--- src/rtl/fwd_hazard_unit_pkg.sv ---
// Shared definitions for the EX-stage forwarding / load-use hazard slice:
// operand-mux select encodings, the zero register and tracking-record widths.
package fwd_hazard_unit_pkg;

    localparam logic [1:0] FWD_REGFILE = 2'b00;
    localparam logic [1:0] FWD_EXMEM   = 2'b01;
    localparam logic [1:0] FWD_MEMWB   = 2'b10;

    localparam int REG_ZERO = 0;

    // IDEX carries reg_write and mem_read; older stages only need reg_write.
    localparam int IDEX_CTRL_W = 2;
    localparam int DST_CTRL_W  = 1;

    // The younger producer (EX/MEM) shadows the older one (MEM/WB).
    function automatic logic [1:0] fwd_select(input logic exmem_hit, input logic memwb_hit);
        if (exmem_hit) return FWD_EXMEM;
        if (memwb_hit) return FWD_MEMWB;
        return FWD_REGFILE;
    endfunction

endpackage

--- src/rtl/fwd_hazard_unit_pipe_track_stage.sv ---
// One pipeline tracking register: a valid bit plus an opaque payload, with
// hold (freeze), bubble (load valid=0) and normal load behaviour.
module pipe_track_stage #(
    parameter int W = 8
) (
    input  logic         i_clk,
    input  logic         i_rst_n,
    input  logic         i_hold,
    input  logic         i_bubble,
    input  logic         i_load_valid,
    input  logic [W-1:0] i_load_data,
    output logic         o_valid,
    output logic [W-1:0] o_data
);

    // NOTE: sequential state uses non-blocking assignments so every stage
    // samples its predecessor's pre-edge value and the pipe shifts cleanly.
    always_ff @(posedge i_clk or negedge i_rst_n) begin
        if (!i_rst_n) begin
            o_valid <= 1'b0;
            // NOTE: the payload is reset too; it is only a few flops and keeps
            // X out of the compare logic even though valid already gates it.
            o_data  <= '0;
        end else if (i_hold) begin
            o_valid <= o_valid;
            o_data  <= o_data;
        end else if (i_bubble) begin
            o_valid <= 1'b0;
            o_data  <= o_data;
        end else begin
            o_valid <= i_load_valid;
            o_data  <= i_load_data;
        end
    end

endmodule

--- src/rtl/fwd_hazard_unit.sv ---
// Tracks destinations of the ID/EX, EX/MEM and MEM/WB stages, drives the EX
// operand forwarding selects and requests a one-cycle load-use stall.
module fwd_hazard_unit
    import fwd_hazard_unit_pkg::*;
#(
    parameter int REG_ADDR_W = 5
) (
    input  logic                  i_clk,
    input  logic                  i_rst_n,
    input  logic [REG_ADDR_W-1:0] i_id_rs,
    input  logic [REG_ADDR_W-1:0] i_id_rt,
    input  logic                  i_id_rs_used,
    input  logic                  i_id_rt_used,
    input  logic [REG_ADDR_W-1:0] i_id_rd,
    input  logic                  i_id_reg_write,
    input  logic                  i_id_mem_read,
    input  logic                  i_flush,
    input  logic                  i_hold,
    output logic [1:0]            o_fwd_a,
    output logic [1:0]            o_fwd_b,
    output logic                  o_stall
);

    localparam int IDEX_W = 3 * REG_ADDR_W + IDEX_CTRL_W;
    localparam int DST_W  = REG_ADDR_W + DST_CTRL_W;
    localparam logic [REG_ADDR_W-1:0] ZERO_REG = REG_ADDR_W'(REG_ZERO);

    logic                  idex_valid, exmem_valid, memwb_valid;
    logic [IDEX_W-1:0]     idex_d, idex_q;
    logic [DST_W-1:0]      exmem_d, exmem_q, memwb_q;

    logic [REG_ADDR_W-1:0] idex_rs, idex_rt, idex_rd, exmem_rd, memwb_rd;
    logic                  idex_reg_write, idex_mem_read;
    logic                  exmem_reg_write, memwb_reg_write;
    logic                  load_hazard, idex_bubble;

    assign idex_d = {i_id_rs, i_id_rt, i_id_rd, i_id_reg_write, i_id_mem_read};
    assign {idex_rs, idex_rt, idex_rd, idex_reg_write, idex_mem_read} = idex_q;

    assign exmem_d = {idex_rd, idex_reg_write};
    assign {exmem_rd, exmem_reg_write} = exmem_q;
    assign {memwb_rd, memwb_reg_write} = memwb_q;

    pipe_track_stage #(.W(IDEX_W)) u_idex (
        .i_clk        (i_clk),
        .i_rst_n      (i_rst_n),
        .i_hold       (i_hold),
        .i_bubble     (idex_bubble),
        .i_load_valid (1'b1),
        .i_load_data  (idex_d),
        .o_valid      (idex_valid),
        .o_data       (idex_q)
    );

    pipe_track_stage #(.W(DST_W)) u_exmem (
        .i_clk        (i_clk),
        .i_rst_n      (i_rst_n),
        .i_hold       (i_hold),
        .i_bubble     (1'b0),
        .i_load_valid (idex_valid),
        .i_load_data  (exmem_d),
        .o_valid      (exmem_valid),
        .o_data       (exmem_q)
    );

    pipe_track_stage #(.W(DST_W)) u_memwb (
        .i_clk        (i_clk),
        .i_rst_n      (i_rst_n),
        .i_hold       (i_hold),
        .i_bubble     (1'b0),
        .i_load_valid (exmem_valid),
        .i_load_data  (exmem_q),
        .o_valid      (memwb_valid),
        .o_data       (memwb_q)
    );

    function automatic logic producer_hit(
        input logic                  valid,
        input logic                  reg_write,
        input logic [REG_ADDR_W-1:0] rd,
        input logic [REG_ADDR_W-1:0] src
    );
        return valid && reg_write && (rd != ZERO_REG) && (rd == src);
    endfunction

    // Forwarding looks only at tracked state, never at the ID inputs.
    always_comb begin
        // NOTE: defaults first so every path assigns both outputs (no latches).
        o_fwd_a = FWD_REGFILE;
        o_fwd_b = FWD_REGFILE;
        if (idex_valid) begin
            o_fwd_a = fwd_select(producer_hit(exmem_valid, exmem_reg_write, exmem_rd, idex_rs),
                                 producer_hit(memwb_valid, memwb_reg_write, memwb_rd, idex_rs));
            o_fwd_b = fwd_select(producer_hit(exmem_valid, exmem_reg_write, exmem_rd, idex_rt),
                                 producer_hit(memwb_valid, memwb_reg_write, memwb_rd, idex_rt));
        end
    end

    assign load_hazard = idex_valid && idex_mem_read && idex_reg_write && (idex_rd != ZERO_REG) &&
                         (((idex_rd == i_id_rs) && i_id_rs_used) ||
                          ((idex_rd == i_id_rt) && i_id_rt_used));

    // A frozen pipe cannot stall and a killed instruction must not stall.
    assign o_stall     = load_hazard && !i_hold && !i_flush;
    assign idex_bubble = i_flush || o_stall;

endmodule
--- config.mk ---
export PLATFORM = sky130hd
export DESIGN_NAME = fwd_hazard_unit
export DESIGN_NICKNAME = d
export VERILOG_FILES = /design/src/rtl/fwd_hazard_unit_pkg.sv /design/src/rtl/fwd_hazard_unit_pipe_track_stage.sv /design/src/rtl/fwd_hazard_unit.sv
export SDC_FILE = /design/constraint.sdc
export NUM_CORES = 1
export LEC_CHECK = 0
export CAP_MARGIN = 20
export CORE_MARGIN = 5
export CORE_UTILIZATION = 50
export DETAILED_ROUTE_END_ITERATION = 10
export GPL_TIMING_DRIVEN = 0
export MAX_ROUTING_LAYER = met4
export PLACE_DENSITY_LB_ADDON = 0.25
export SYNTH_ARGS = -nofsm -noshare
export SYNTH_HDL_FRONTEND = slang
export SYNTH_SLANG_ARGS = --single-unit
--- constraint.sdc ---
create_clock -name i_clk -period 2 [get_ports i_clk]
set_input_delay 0.2 -clock i_clk [delete_from_list [all_inputs] [get_ports i_clk]]
set_output_delay 0.2 -clock i_clk [all_outputs]
set_load 0.03 [all_outputs]
==> flow_summary.toml <==
[route]
num_vias = 1173
drc = 0
wl_per_cell_um = 16.89
ant_nets = 0
routed_wl_um = 3749
routed_via_density = 5.284
firstDrtPassIters = 4
dr.first_iter.drc_count = 31

[synth]
yosysSeqAreaShare_pct = 49.50
ys_ff_latch = 32
netlist_instances = 124
syn-num-nets = 147
synth_top_area_share_pct = 49.50
synth_largest_area_cell = "dfrtp_1"
ys_types = 23
ys_warn_count = 0
ys_top_cells_by_area = "dfrtp_1, mux2_2, xnor2_1"
synth_area_um2 = 1618
syn_avg_cell_area_um2 = 13.05

[sta]
slew_headroom_pct = 58.51
setup_viol = 4
drv_slew = 0
clock.fmax_mhz = 446.5
finalCritPeriodShare_pct = 112.0
rsz0062_at_grt = "true"
hold_violations = 0
fin_crit_ns = 2.240
clock_skew_ns = 0.002444
worst_slew_pin_slew_ns = 0.6203
fin_ws_ns = -0.2397

[status]
violations = "setup timing"
status = "finished, violations left"

[die]
top_level_ports = 28
coreArea_um2 = 3078
fp.dieArea_um2 = 4473
die_w_um = 66.88
die_h_um = 66.88
rows = 20
start_util_pct = 52.56

[layout]
final_common_cell = "mux2_2"
post-route-util_pct = 73.33
layout.cells.most_common_list = "mux2_2, dfrtp_1, clkdlybuf4s50_1"
area_growth_pct = 39.52
fin_nets = 201
diodes = 0
drive_above_1_share_pct = 46.07

[worst_setup_path]
crit_arrival_ns = 2.04
crit_type = "reg -> out"
critPathMaxFanout = 3
r2r_end = "u_idex.o_data[5]$_DFFE_PN0P_"
crit_slowest_cell = "or4_1"
cpLargestDelayFamily = "simple AND/OR/NAND/NOR gates"
required_ns = 1.80
ff2ff_path_depth = 7
crit_start = "u_exmem.o_data[1]$_DFFE_PN0N_"
path_cells = "or4_1 -> o211ai_1 -> buf_4 -> nor4_4 -> nor4_2 -> buf_4"
cp.buffers_inverters = 2
cpMostUsedCell = "buf_4"
critPathMaxStageDelay_ns = 0.51
end_kind = "primary output"
start_kind = "flop"
regToRegSetupSlack_ns = 0.07
rr_startpoint = "u_idex.o_data[4]$_DFFE_PN0P_"

[global_route]
track_usage_pct = 19.34
grt_pass1_vias = 1305
grt_pass1_wl_um = 6099
grt_overflow = 0
grt_max_degree = 22
antenna_found_initial = 0

[min_path]
hp-class = "in -> async"

[clock_network]
insertion_delay_ns = 0.33
h-tree-depth = 2
cts_buffer_depth = 2
cts_tree = "yes"
cts-root-buf = "clkbuf_4"
cts.sinks = 32
cts_made_buffers = 5
hold_buffers = 0
cts.reportedPaths.clkPinSlew_ns = 0.09

[place]
pre_cts_ws_ns = -0.4725
gp_congestion = 0.8051
portBuffers = 26
dp_hpwl_um = 2642

[power_and_ir_drop]
powerDensity_nw_per_um2 = 836.7
peakVddDrop_uv = 744.8
p_leak_uw = 0.0009199

[job]
drv_cap = 0
## sequential cells by signal, summed over array words and instances, names as in the netlist
register / flops
u_memwb.o_data: 6
u_idex.o_data: 17
u_memwb.o_valid: 1
u_exmem.o_valid: 1
u_exmem.o_data: 6
u_idex.o_valid: 1
## layout make-up
type	instances	area [µm²]
multi-input combinational	89	865.8
fill	203	820.8
sequential	32	807.0
timing repair buffer	47	444.2
clock buffer	7	65.06
tap	44	55.05
buffer	3	20.02
## metrics by stage
stage | cells | power (µW) | setup TNS (ns) | area [µm²] | hold slack, ns
after floorplan | 124 | 1166 | -0.08459 | 1629 | -0.09559
after global placement | 194 | 1290 | -4.482 | 1944 | 0.4947
after detailed placement | 195 | 1324 | -4.670 | 1972 | 0.4994
after CTS | 218 | 1861 | -0.5784 | 2205 | 0.2577
after global routing | 222 | 1997 | -1.289 | 2257 | 0.2819
final | 222 | 1888 | -0.8057 | 2257 | 0.2531
## routing by layer
metal	global-route usage, %	up-vias	wire length [µm]
li1	-	550	-
met1	22.50	566	1555
met2	30.20	42	1880
met3	5.396	15	175
met4	10.63	0	138
met5	-	-	0
## worst max path at each step
stage	depth (start not counted)	slack, ns	endpoint
4_1_cts	5	-0.23	o_fwd_a[1]
5_1_grt	6	-0.34	o_fwd_a[1]
2_1_floorplan	4	-0.08	o_fwd_a[1]
3_3_place_gp	5	-0.44	o_fwd_a[1]
3_5_place_dp	5	-0.47	o_fwd_a[1]
6_report	6	-0.24	o_fwd_a[1]
## synth_stat cells
library cell,instances
o211ai_1,1
nor2_1,2
buf_2,1
nor3_1,3
nand3_1,3
buf_6,1
xnor2_1,18
and2_1,2
nand2_1,3
nand4_1,2
mux2_2,30
buf_1,1
a211oi_4,1
o2111ai_1,1
o22ai_2,1
nor4_1,3
a21oi_1,1
dfrtp_1,32
mux2_1,1
xor2_1,12
or4_1,3
nand4b_1,1
a21o_1,1
## cell families after synthesis
group | after synthesis | synth area share, %
AOI/OAI and AO/OA | 6 | 3.790
xor gates and xnor gates | 30 | 16.24
buffers and inverters | 3 | 1.237
DFF | 32 | 49.50
muxes | 31 | 21.58
and+or+nand+nor | 22 | 7.656
## what timing repair did
action | CTS | global route
pin swaps | 9 | 6
gates resized for setup | 44 | 6
endpoints found under the setup margin | 14 | 5
setup buffers | 16 | 4
endpoints found under the hold margin | 0 | 0
## report_power, final
group	total (µW)	switching, µW	leakage [µW]	internal [µW]
registers	900	138	0.000372	762
logic	588	228	0.000510	360
clock network	401	202	0.0000374	199
Note: power is estimated with default switching activity, not from simulation.
